===== src/rtl/pll_i2s_ratio.sv =====
// I2S bit-clock rate converter: passes NUM of every DEN inclk0 pulses.
// Swallowed pulses are spread evenly; the gate only changes while inclk0 is low.
module pll_i2s_ratio #(
  parameter int NUM         = 4,
  parameter int DEN         = 5,
  parameter int LOCK_CYCLES = 32
) (
  input  logic inclk0,
  input  logic reset_n,
  output logic c0,
  output logic locked
);

  localparam logic [7:0] LOCK_N = 8'(LOCK_CYCLES);
  localparam logic [8:0] NUM_W  = 9'(NUM);
  localparam logic [8:0] DEN_W  = 9'(DEN);

  logic [7:0] lcnt;
  logic [7:0] acc;
  logic [7:0] acc_nxt;
  logic [8:0] sum;
  logic       en;
  logic       en_nxt;
  logic       en_l;

  always_ff @(posedge inclk0 or negedge reset_n) begin
    if (!reset_n) begin
      lcnt   <= 8'd0;
      locked <= 1'b0;
    end else if (lcnt < LOCK_N) begin
      lcnt <= lcnt + 8'd1;
      if (lcnt == LOCK_N - 8'd1)
        locked <= 1'b1;
    end
  end

  always_comb begin
    sum     = {1'b0, acc} + NUM_W;
    en_nxt  = 1'b0;
    acc_nxt = sum[7:0];
    if (sum >= DEN_W) begin
      en_nxt  = 1'b1;
      acc_nxt = 8'(sum - DEN_W);
    end
  end

  always_ff @(posedge inclk0 or negedge reset_n) begin
    if (!reset_n) begin
      acc <= 8'd0;
      en  <= 1'b0;
    end else if (!locked) begin
      acc <= 8'd0;
      en  <= 1'b0;
    end else begin
      acc <= acc_nxt;
      en  <= en_nxt;
    end
  end

  // Latch on the falling edge so the AND gate never sees a change mid-pulse.
  always_ff @(negedge inclk0 or negedge reset_n) begin
    if (!reset_n)
      en_l <= 1'b0;
    else
      en_l <= en;
  end

  assign c0 = inclk0 & en_l;

endmodule


===== config.mk =====
export PLATFORM = sky130hd
export DESIGN_NAME = pll_i2s_ratio
export DESIGN_NICKNAME = d
export VERILOG_FILES = /design/src/rtl/pll_i2s_ratio.sv
export SDC_FILE = /design/constraint.sdc
export NUM_CORES = 1
export LEC_CHECK = 0
export CAP_MARGIN = 20
export CORE_MARGIN = 10
export CORE_UTILIZATION = 25
export CTS_CLUSTER_DIAMETER = 50
export DETAILED_ROUTE_END_ITERATION = 10
export PLACE_DENSITY = 0.42
export RECOVER_POWER = 25
export SYNTH_ARGS = -nofsm -noshare
export SYNTH_HDL_FRONTEND = slang
export SYNTH_SLANG_ARGS = --single-unit

===== constraint.sdc =====
create_clock -name inclk0 -period 1.9 [get_ports inclk0]
set_input_delay 0.38 -clock inclk0 [delete_from_list [all_inputs] [get_ports inclk0]]
set_output_delay 0.38 -clock inclk0 [all_outputs]
set_load 0.1 [all_outputs]

# Yosys cells after proc, flatten, opt, wreduce, memory -nomap -nowiden
# Cells that the tools add are included.
[word_totals] ff_bits=19 latch_bits=0 mem_bits_rw=0 mem_bits_ro=0 inputBits=2 out_inout_bits=2 elab_cells=17 mem_count=0
[op_classes] n_addsub=3 multipliers=0 n_div=0 n_lt_le_gt_ge=2 eq_ne=1 shift=0 mux=4 bitwise=1 reduce_logical=1
[op_table] cell="two-way mux 8 bit" n=2
[op_table] cell="adder 8 x 3 -> 9 bit, second input constant" n=1
[op_table] cell="greater-or-equal comparator 9 x 3 -> 1 bit, second input constant" n=1
[op_table] cell="adder 8 x 1 -> 8 bit, second input constant" n=1
[op_table] cell="equality test 8 x 5 -> 1 bit, second input constant" n=1
[op_table] cell="less-than comparator 8 x 6 -> 1 bit, second input constant" n=1
[op_table] cell="subtractor 8 x 3 -> 8 bit, second input constant" n=1
[op_table] cell="two-way mux 1 bit" n=2
[op_table] cell="AND reduction 2 bit" n=1
[op_table] cell="bitwise AND 1 bit" n=1

# Longest topological paths before layout
[depth] ltp_word=4 mapped_depth=7 ltp_nobuf=7

==> flow_summary_export.csv <==
group,metric,value,unit
outcome,outcome,"finished with violations",
outcome,violations,"setup timing",
sta,hold_viol,0,
sta,worst_slew_pin_slew,0.990,ns
grt,grt_most_used_layer,"met2",
cells_and_area,layout_common_cells,"18 x dfrtp_1, 12 x buf_4, 9 x a21oi_1, 7 x nand2_1",
routing,via_per_inst,4.43,
grt,grt_pass1_vias,790,
pwr,p_leak,0.621,nW
cells_and_area,n_antenna_cell,0,
worst_hold_path,hp-start,"lcnt[6]",
sta,whs,0.380,ns
yosys,yosysSeqAreaShare,46.0,%
routing,antenna_left,0,
critical_path,crit_family,"flip-flops",
die,row_count,23,
yosys,ys_seq_elements,19,
clock_tree,clock_latency,0.39,ns
critical_path,cp-end-kind,"output pin",
sta,finalSetupViolations,2,
clock_tree,tritoncts,"done",
routing,wire_per_inst,12.5,um
sta,layout_setup_ws,-0.516,ns
yosys,synth_warnings,0,
placed_design,io_buffers,3,
die,ioPinCount,4,
grt,global_route.usage.met3,2.90,%
pwr,vdd_drop_max,420,uV
critical_path,r2r_slack,0.01,ns
pwr,power_density,648,nW/um2
die,die_w,84.3,um
die,dieHeight,84.3,um
routing,num_vias,731,
yosys,synth_cell_types,37,
yosys,synth-edff-count,0,
clock_tree,path_clk_slew,0.07,ns
yosys,synth_cells,95,
cells_and_area,area_growth,28.1,%
critical_path,critPathKind,"reg -> out",
sta,rsz0062_at_grt,"yes",
routing,drtPass1Iterations,4,
critical_path,r2r-end,"acc[6]",
sta,slew_viol_final,0,
placed_design,dp_hpwl,1490,um
sta,fin_setup_tns,-0.516,ns
cells_and_area,layout-drive-gt1-share,30.4,%
die,initial_core_util,25.8,%
job,cap_viol_max_count,0,
die,dieArea,7110,um2
grt,grt.met2_usage,9.75,%
routing,drc,0,
sta,slew_headroom,34.0,%
critical_path,rr_worst_depth,6,
grt,overflow,0,
critical_path,crit_path_start_kind,"flop",
routing,drt_iter0_markers,39,
critical_path,path_buf_inv,1,
worst_hold_path,whs_endpoint,"lcnt[6]",
critical_path,crit_chain,"and2_4, buf_12",
die,core_area,4000,um2
worst_hold_path,hold_depth,0,
grt,grt_max_degree,19,
routing,wl,2060,um
yosys,synth_area_per_cell,10.9,um2
yosys,synth_top_flop_cell,"dfrtp_1",
critical_path,crit_arrival,2.04,ns
cells_and_area,mostFrequentLayoutCell,"dfrtp_1",
critical_path,max_stage_delay,0.39,ns
critical_path,path_max_fanout,1,
critical_path,r2r-start,"acc[2]",
sta,fin_worst_skew,0.0281,ns
grt,grt.total_usage,6.37,%
pwr,report.power.total,857,uW
critical_path,cp_slowest_cell,"dfrtn_1",
clock_tree,hold_buffers,0,
critical_path,worstPathRequired,1.52,ns
grt,grt_pass1_wl,3680,um
placed_design,finalWeightedCongestion,0.745,
yosys,synth_nets,102,
grt,met1_usage,7.14,%
grt,antenna_found_initial,0,
yosys,synth_area,1030,um2
placed_design,dp.cells,156,
worst_hold_path,hold_path.class,"reg -> reg",
yosys,async_flop_share,100,%
cells_and_area,fin_nets,123,
cells_and_area,fin_cells,165,
==> cell usage after synthesis (2+ instances only) <==
| library cell | number | share of area (%) |
|---|---|---|
| a21oi_1 | 9 | 4.4 |
| a311oi_1 | 2 | 1.7 |
| and2_1 | 2 | 1.2 |
| and3_4 | 2 | 2.2 |
| clkbuf_1 | 2 | 0.73 |
| dfrtp_1 | 18 | 44 |
| ha_1 | 5 | 6.1 |
| inv_1 | 6 | 2.2 |
| mux2_2 | 2 | 2.2 |
| mux2i_1 | 2 | 1.9 |
| nand2_1 | 7 | 2.5 |
| nand2b_1 | 2 | 1.2 |
| nand3_1 | 3 | 1.5 |
| nor3_1 | 2 | 0.97 |
| nor3b_1 | 2 | 1.5 |
| xnor2_1 | 5 | 4.2 |
| xor2_1 | 4 | 3.4 |
==> logic make-up after synthesis <==
group	Yosys count	synth area share, %
AND/OR/NAND/NOR	27	17.2
AO/OA/AOI/OAI	21	13.6
flip-flops	19	46.0
XOR/XNOR	9	7.63
buffers and inverters	9	4.00
multiplexers	5	5.57
adder cells (fa/ha/maj)	5	6.05
==> worst max path at each step <==
| stage | startpoint | to | slack, ns | depth (start not counted) |
|---|---|---|---|---|
| finish | en_l | c0 | -0.52 | 2 |
| global route | en_l | c0 | -0.54 | 2 |
| CTS | en_l | c0 | -0.53 | 2 |
| detailed placement | en_l | c0 | -1.02 | 2 |
| global placement | en_l | c0 | -1.02 | 2 |
| floorplan | en_l | c0 | -0.11 | 1 |
==> area by class of cell <==
class                   instances  area [um2]
clock buffers                   7         103
multi-input cells              67         532
clock inverters                 1        5.00
well taps                      50        62.6
flip-flops and latches         19         475
inverters                       6        22.5
repair buffers                 15         124
fillers                       416        2680
==> what timing repair did <==
| item | in CTS | in global routing |
|---|---|---|
| gates resized for setup | 13 | 0 |
| pin swaps | 3 | 0 |
| setup endpoints to repair | 6 | 9 |
| setup buffers | 2 | 0 |
==> power breakdown <==
group | switching [mW] | internal [mW]
clock network | 0.164 | 0.279
logic | 0.00793 | 0.00179
registers | 0 | 0.404
==> registers in the layout, summed over array words and instances, names as in the netlist <==
signal and count:
acc 8, en 1, en_l 1, locked 1, lcnt 8
==> per-stage QoR <==
| step | utilization (%) | setup slack, ns | instance area, um2 |
|---|---|---|---|
| 2_1_floorplan | - | -0.110 | 1040 |
| 3_3_place_gp | 30.1 | -1.02 | 1200 |
| 3_5_place_dp | 30.1 | -1.02 | 1200 |
| 4_1_cts | 33.2 | -0.530 | 1330 |
| 5_1_grt | 33.1 | -0.541 | 1320 |
| 6_report | 33.1 | -0.516 | 1320 |
==> routing by layer <==
metal	wire (um)	up-vias
met4	22	0
met3	66	2
li1	-	372
met5	0	-
met1	1010	345
met2	961	12
(Power assumes the default switching activity.)
